**src/rtl/cnn_pkg.sv**
```systemverilog
// Shared constants and types for the CNN front end.
//   PIX_W  pixel width (two's complement)
//   IMG_W  pixels per row, IMG_H rows per frame
//   K      convolution window size
package cnn_pkg;

  localparam int unsigned PIX_W = 8;
  localparam int unsigned IMG_W = 28;
  localparam int unsigned IMG_H = 28;
  localparam int unsigned K     = 5;

  localparam int unsigned COL_W = $clog2(IMG_W);
  localparam int unsigned ROW_W = $clog2(IMG_H);

  typedef logic signed [PIX_W-1:0] pixel_t;

  typedef enum logic {FILL, STREAM} lb_state_t;

endpackage

```
**src/rtl/line_delay.sv**
```systemverilog
// Enable-gated delay line built on a circular RAM.
//   clk, rst_n  clock, asynchronous active-low reset (pointer only)
//   en          advance the line by one entry
//   din         value written at the current pointer
//   dout        value written DEPTH enabled cycles ago
// Read and write share one pointer, so dout is the old entry that din replaces.
// The RAM itself is not reset; its contents only matter once a full line has passed.
module line_delay #(
  parameter int unsigned DEPTH = 28,
  parameter int unsigned W     = 8
) (
  input  logic         clk,
  input  logic         rst_n,
  input  logic         en,
  input  logic [W-1:0] din,
  output logic [W-1:0] dout
);

  localparam int unsigned AW = (DEPTH > 1) ? $clog2(DEPTH) : 1;

  logic [W-1:0]  mem [DEPTH];
  logic [AW-1:0] ptr_q;

  assign dout = mem[ptr_q];

  always_ff @(posedge clk or negedge rst_n) begin
    if (!rst_n) begin
      ptr_q <= '0;
    end else if (en) begin
      ptr_q <= (ptr_q == AW'(DEPTH - 1)) ? '0 : ptr_q + AW'(1);
    end
  end

  always_ff @(posedge clk) begin
    if (en) begin
      mem[ptr_q] <= din;
    end
  end

endmodule

```
**src/rtl/conv_window_linebuf5x5.sv**
```systemverilog
// Streaming 5x5 window generator for a 28x28 row-major signed pixel stream.
//   clk, rst_n            clock, asynchronous active-low reset
//   in_valid              in_data carries a pixel this cycle (always accepted)
//   in_sof                with in_valid: this pixel is (0,0) of a new frame
//   in_data               signed pixel
//   data_out_0..24        window, data_out_{5i+j} = pixel(r-4+i, c-4+j)
//   valid_out_buf         one-cycle pulse: window is complete (no padding)
//   frame_done            one-cycle pulse with the last window of a frame
module conv_window_linebuf5x5
  import cnn_pkg::*;
(
  input  logic             clk,
  input  logic             rst_n,
  input  logic             in_valid,
  input  logic             in_sof,
  input  logic [PIX_W-1:0] in_data,
  output logic [PIX_W-1:0] data_out_0,
  output logic [PIX_W-1:0] data_out_1,
  output logic [PIX_W-1:0] data_out_2,
  output logic [PIX_W-1:0] data_out_3,
  output logic [PIX_W-1:0] data_out_4,
  output logic [PIX_W-1:0] data_out_5,
  output logic [PIX_W-1:0] data_out_6,
  output logic [PIX_W-1:0] data_out_7,
  output logic [PIX_W-1:0] data_out_8,
  output logic [PIX_W-1:0] data_out_9,
  output logic [PIX_W-1:0] data_out_10,
  output logic [PIX_W-1:0] data_out_11,
  output logic [PIX_W-1:0] data_out_12,
  output logic [PIX_W-1:0] data_out_13,
  output logic [PIX_W-1:0] data_out_14,
  output logic [PIX_W-1:0] data_out_15,
  output logic [PIX_W-1:0] data_out_16,
  output logic [PIX_W-1:0] data_out_17,
  output logic [PIX_W-1:0] data_out_18,
  output logic [PIX_W-1:0] data_out_19,
  output logic [PIX_W-1:0] data_out_20,
  output logic [PIX_W-1:0] data_out_21,
  output logic [PIX_W-1:0] data_out_22,
  output logic [PIX_W-1:0] data_out_23,
  output logic [PIX_W-1:0] data_out_24,
  output logic             valid_out_buf,
  output logic             frame_done
);

  if (K != 5) begin : gen_bad_k
    $error("conv_window_linebuf5x5 only supports K == 5");
  end

  logic [COL_W-1:0] col_q, col_d, eff_col;
  logic [ROW_W-1:0] row_q, row_d, eff_row;
  lb_state_t        state_q, state_d;
  logic             valid_q, valid_d;
  logic             done_q, done_d;
  logic             last_pix;

  logic [PIX_W-1:0] lb_in  [K-1];
  logic [PIX_W-1:0] lb_out [K-1];
  pixel_t           new_col [K];
  pixel_t           win_q [K][K];

  // Line buffers: tap k carries the pixel from row r-1-k at the current column.
  assign lb_in[0] = in_data;

  for (genvar k = 0; k < K - 1; k++) begin : gen_lb
    if (k > 0) begin : gen_cascade
      assign lb_in[k] = lb_out[k-1];
    end
    line_delay #(
      .DEPTH(IMG_W),
      .W    (PIX_W)
    ) u_line_delay (
      .clk  (clk),
      .rst_n(rst_n),
      .en   (in_valid),
      .din  (lb_in[k]),
      .dout (lb_out[k])
    );
  end

  // Newest pixel enters the bottom row; oldest tap feeds the top row.
  always_comb begin
    new_col[K-1] = pixel_t'(in_data);
    for (int i = 0; i < K - 1; i++) begin
      new_col[i] = pixel_t'(lb_out[K-2-i]);
    end
  end

  always_comb begin
    // in_sof forces this pixel to (0,0) regardless of where the counters were.
    eff_col  = in_sof ? '0 : col_q;
    eff_row  = in_sof ? '0 : row_q;
    last_pix = (eff_col == COL_W'(IMG_W - 1)) && (eff_row == ROW_W'(IMG_H - 1));

    col_d   = col_q;
    row_d   = row_q;
    state_d = state_q;
    valid_d = 1'b0;
    done_d  = 1'b0;

    if (in_valid) begin
      if (eff_col == COL_W'(IMG_W - 1)) begin
        col_d = '0;
        row_d = (eff_row == ROW_W'(IMG_H - 1)) ? '0 : eff_row + ROW_W'(1);
      end else begin
        col_d = eff_col + COL_W'(1);
        row_d = eff_row;
      end

      unique case (state_q)
        FILL: begin
          if ((eff_row == ROW_W'(K - 1)) && (eff_col == '0)) begin
            state_d = STREAM;
          end
        end
        STREAM: begin
          if (in_sof || last_pix) begin
            state_d = FILL;
          end
        end
      endcase

      // Row-wrap windows (col < K-1) are shifted in but never flagged.
      valid_d = (state_q == STREAM) && !in_sof && (eff_col >= COL_W'(K - 1));
      done_d  = valid_d && last_pix;
    end
  end

  always_ff @(posedge clk or negedge rst_n) begin
    if (!rst_n) begin
      col_q   <= '0;
      row_q   <= '0;
      state_q <= FILL;
      valid_q <= 1'b0;
      done_q  <= 1'b0;
    end else begin
      col_q   <= col_d;
      row_q   <= row_d;
      state_q <= state_d;
      valid_q <= valid_d;
      done_q  <= done_d;
    end
  end

  always_ff @(posedge clk or negedge rst_n) begin
    if (!rst_n) begin
      for (int i = 0; i < K; i++) begin
        for (int j = 0; j < K; j++) begin
          win_q[i][j] <= '0;
        end
      end
    end else if (in_valid) begin
      for (int i = 0; i < K; i++) begin
        for (int j = 0; j < K - 1; j++) begin
          win_q[i][j] <= win_q[i][j+1];
        end
        win_q[i][K-1] <= new_col[i];
      end
    end
  end

  assign valid_out_buf = valid_q;
  assign frame_done    = done_q;

  assign data_out_0  = win_q[0][0];
  assign data_out_1  = win_q[0][1];
  assign data_out_2  = win_q[0][2];
  assign data_out_3  = win_q[0][3];
  assign data_out_4  = win_q[0][4];
  assign data_out_5  = win_q[1][0];
  assign data_out_6  = win_q[1][1];
  assign data_out_7  = win_q[1][2];
  assign data_out_8  = win_q[1][3];
  assign data_out_9  = win_q[1][4];
  assign data_out_10 = win_q[2][0];
  assign data_out_11 = win_q[2][1];
  assign data_out_12 = win_q[2][2];
  assign data_out_13 = win_q[2][3];
  assign data_out_14 = win_q[2][4];
  assign data_out_15 = win_q[3][0];
  assign data_out_16 = win_q[3][1];
  assign data_out_17 = win_q[3][2];
  assign data_out_18 = win_q[3][3];
  assign data_out_19 = win_q[3][4];
  assign data_out_20 = win_q[4][0];
  assign data_out_21 = win_q[4][1];
  assign data_out_22 = win_q[4][2];
  assign data_out_23 = win_q[4][3];
  assign data_out_24 = win_q[4][4];

endmodule

```
**config.mk**
```make
export PLATFORM = sky130hd
export DESIGN_NAME = conv_window_linebuf5x5
export DESIGN_NICKNAME = d
export VERILOG_FILES = /design/src/rtl/cnn_pkg.sv /design/src/rtl/line_delay.sv /design/src/rtl/conv_window_linebuf5x5.sv
export SDC_FILE = /design/constraint.sdc
export NUM_CORES = 1
export LEC_CHECK = 0
export ABC_AREA = 1
export BUFFER_PORTS_ARGS = -buffer_cell sky130_fd_sc_hd__buf_2
export CORE_UTILIZATION = 23
export DETAILED_ROUTE_END_ITERATION = 10
export HOLD_SLACK_MARGIN = 0.08
export PLACE_DENSITY = 0.38
export SLEW_MARGIN = 30
export SYNTH_ARGS = -nofsm -noshare
export SYNTH_HDL_FRONTEND = slang
export SYNTH_SLANG_ARGS = --single-unit
export TNS_END_PERCENT = 5
```
**constraint.sdc**
```tcl
create_clock -name clk -period 6.5 [get_ports clk]
set_clock_uncertainty 0.05 [all_clocks]
set_input_delay 1.3 -clock clk [delete_from_list [all_inputs] [get_ports clk]]
set_output_delay 1.3 -clock clk [all_outputs]
set_load 0.01 [all_outputs]
```
==> results.py <==
metrics = {
    "synth": {
        "synth_ff_type": "edfxtp_1",
        "synth.top_cells.by_area": "edfxtp_1 57%, dfrtp_1 12%, nand2_1 11%, nor2_1 4.8%, o21ai_0 4.3%",
        "yosys.area.top_type": "edfxtp_1",
        "ys_warn_count": 0,
        "synth.area.mux_share_pct": 0,
        "synthArstFlopShare_pct": 20.64,
        "syn_inst": 4535,
        "yosysSeqAreaShare_pct": 69.85,
        "synth_compound_area_share_pct": 5.160,
        "avgSynthCellArea_um2": 10.33,
        "ys_ff_latch": 1129,
        "synth_most_common_cell": "nand2_1",
        "synthAdderAreaFrac_pct": 0.5339,
        "synth_nets": 4567,
        "synth_area_um2": 46870,
        "synth_top_area_share_pct": 57.41,
        "synth_commonest_cells": "1391 x nand2_1, 896 x edfxtp_1, 603 x nor2_1",
        "synthSimpleGateAreaFrac_pct": 18.72,
        "synth_enable_flop_cells": 896,
        "synthXorXnorAreaFrac_pct": 0.03737,
        "yosys.cell_types.count": 30,
        "synth_top_family_by_area": "simple AND/OR/NAND/NOR gates",
    },
    "drt": {
        "post_drt_wl_per_cell_um": 18.16,
        "ant_nets": 0,
        "dr_total_vias": 30940,
        "first_pass_iters": 5,
        "routed_wl_um": 136600,
        "drt_iter0_drc": 1685,
        "drc_errors": 0,
        "routed_via_density": 4.113,
    },
    "timing": {
        "relSlewSlack_pct": 32.47,
        "timing.hold.ws_ns": 0.4136,
        "fin_ws_ns": 2.817,
        "setup_violations": 0,
        "fmax_mhz": 271.5,
        "post-route-period-util_pct": 56.66,
        "tns_ns": 0,
        "report.final.slew_viol_count": 0,
        "rsz0062_at_grt": "no",
        "worst_pin_slew_ns": 1.009,
        "finalCriticalPeriod_ns": 3.683,
        "finalHoldViolCount": 0,
    },
    "floorplanning": {
        "io_pins": 214,
        "die_h_um": 453.4,
        "fp-row-count": 165,
        "dieArea_um2": 205600,
        "core-area_um2": 202300,
        "start_util_pct": 23.17,
        "die_w_um": 453.4,
    },
    "hold_path": {
        "hp-class": "input pin to async pin",
    },
    "global_routing": {
        "grt_max_degree": 111,
        "grt_pass1_wl_um": 205800,
        "grtUsageTotal_pct": 13.25,
        "grt_antenna_before_repair": 3,
        "use_met2_pct": 21.80,
        "grt_overflow": 0,
        "grt_pass1_vias": 31230,
        "met3_usage_pct": 2.159,
        "grt_busiest_layer": "met2",
        "use_met1_pct": 17.65,
    },
    "pwr": {
        "vdd_drop_max_mv": 0.3095,
        "pwr-share-seq_pct": 41.7,
        "clkPwrFrac_pct": 28.9,
        "p_switching_mw": 9.791,
        "finalPower_mw": 26.21,
        "p_per_area_nw_per_um2": 474.3,
        "leakage_nw": 22.41,
        "combPwrFrac_pct": 29.4,
        "intPower_mw": 16.42,
        "p_sw_share_pct": 37.35,
    },
    "clocking": {
        "cts.sinks": 1129,
        "clock_latency_ns": 0.79,
        "cts_resized": 0,
        "clkTransAtPathRegs_ns": 0.06,
        "clock-root-buffer": "clkbuf_16",
        "postCtsSetupBuffers": 0,
        "htree_levels": 4,
        "cts_tree": "built",
        "holdBufCountCts": 0,
        "clockBufferDepth": 3,
        "cts_inserted_buffers": 135,
    },
    "layout": {
        "largest_reg_flops": 896,
        "drive_above_1_share_pct": 10.29,
        "top_register": "gen_lb.u_line_delay.mem",
        "nNetsFinal": 4762,
        "reg.largest.list": "gen_lb.u_line_delay.mem: 896 flops, gen_lb.u_line_delay.ptr_q: 20 flops",
        "area_growth_pct": 17.91,
    },
    "critical_path": {
        "critPathRequiredTime_ns": 6.66,
        "cp-start-kind": "flop",
        "worst-setup-path-type": "flop to flop",
        "cp_cell_sequence": "clkinv_2 > buf_4 > buf_4 > nor2_1 > o21ai_0 > nand2_1 > nand2_1 > inv_1 > nand3_2",
        "slowest_stage": "nand3_2",
        "crit_fanout": 44,
        "critPathMaxStageDelay_ns": 0.72,
        "path_delay_family": "buffers and inverters",
        "cp_data_arrival_time_ns": 3.84,
        "crit_buf_inv": 4,
        "worst_setup_path_end_kind": "flop",
    },
    "place": {
        "post-place-ws_ns": 2.639,
        "place_congestion": 0.7640,
        "io_buffers": 213,
        "hpwlAfterDp_um": 81720,
    },
    "status": {
        "status": "complete, no violations",
    },
    "job": {
        "max_cap_viol_count": 0,
    },
}
layer usage:
layer / up-vias / wire length [µm]
met5: - / 0
met4: 0 / 3391
met3: 162 / 4660
met2: 447 / 65540
met1: 15120 / 63010
li1: 15210 / -
power groups by stage:
stage / logic (mW) / registers, mW / clock network, mW
CTS: 8.04 / 11.0 / 7.82
global placement: 8.04 / 11.1 / 0
finish: 7.72 / 10.9 / 7.57
detailed placement: 8.02 / 11.1 / 0
global route: 8.65 / 11.0 / 8.08
floorplan: 4.02 / 10.9 / 0
kinds of logic (layout without fill, tap and decap cells):
kind of cell / after synthesis / count (layout)
AO/OA/AOI/OAI: 475 / 475
other: 0 / 10
buffers and inverters: 665 / 970
adder cells (fa/ha/maj): 20 / 20
AND/OR/NAND/NOR: 2244 / 2244
flip-flops: 1129 / 1129
XOR/XNOR: 2 / 2
worst paths after layout:
check	to	slack [ns]	start	depth (start not counted)
worst max-delay path	gen_lb[3].u_line_delay.mem[6][2]	2.82	gen_lb[2].u_line_delay.ptr_q[0]	9
worst min-delay path	data_out_6[7]	0.41	rst_n	1
worst max register to register	gen_lb[3].u_line_delay.mem[6][2]	2.82	gen_lb[2].u_line_delay.ptr_q[0]	9
worst min register to register	data_out_20[7]	0.43	data_out_20[7]	2
max in group asynchronous	gen_lb[3].u_line_delay.ptr_q[1]	4.94	rst_n	2
min in group clk	data_out_20[7]	0.43	data_out_20[7]	2
layout make-up:
cell class / count / area, µm²
Multi-Input combinational cell: 2741 / 11480
Timing Repair Buffer: 272 / 1565
Clock buffer: 188 / 3720
Clock inverter: 59 / 669.4
Sequential cell: 1129 / 32760
Tap cell: 2672 / 3343
Antenna cell: 10 / 25.02
Fill cell: 21530 / 147100
Inverter: 451 / 1703
cell usage in the layout, fill, tap and decap left out, types with 4 or more instances in the layout:
cell       count
dfrtp_1      225
o21ai_0      406
clkbuf_16    137
nand3_1      216
nand2_1     1390
edfxtp_1     896
nor2_1       602
ha_1          20
diode_2       10
buf_2        211
dfrtp_4        4
inv_16         4
dfrtp_2        4
inv_1        440
clkinv_2      12
or2_2         10
clkbuf_1      41
nand4_1        5
bufinv_16      9
clkinv_8       5
nor3_1         7
nor4_1         4
buf_4         56
clkinv_1      18
o22ai_1        8
inv_6         10
inv_2          6
o211ai_1       9
clkbuf_8      10
a21oi_1       47
stage by stage:
| stage | area (µm²) | instances | utilization, % |
|---|---|---|---|
| floorplan | 46870 | 4535 | - |
| global placement | 50810 | 7264 | 25.12 |
| detailed placement | 50840 | 7265 | 25.13 |
| CTS | 55230 | 7512 | 27.30 |
| global route | 55260 | 7521 | 27.31 |
| finish | 55260 | 7522 | 27.31 |
Power figures use the tool's default switching activity.
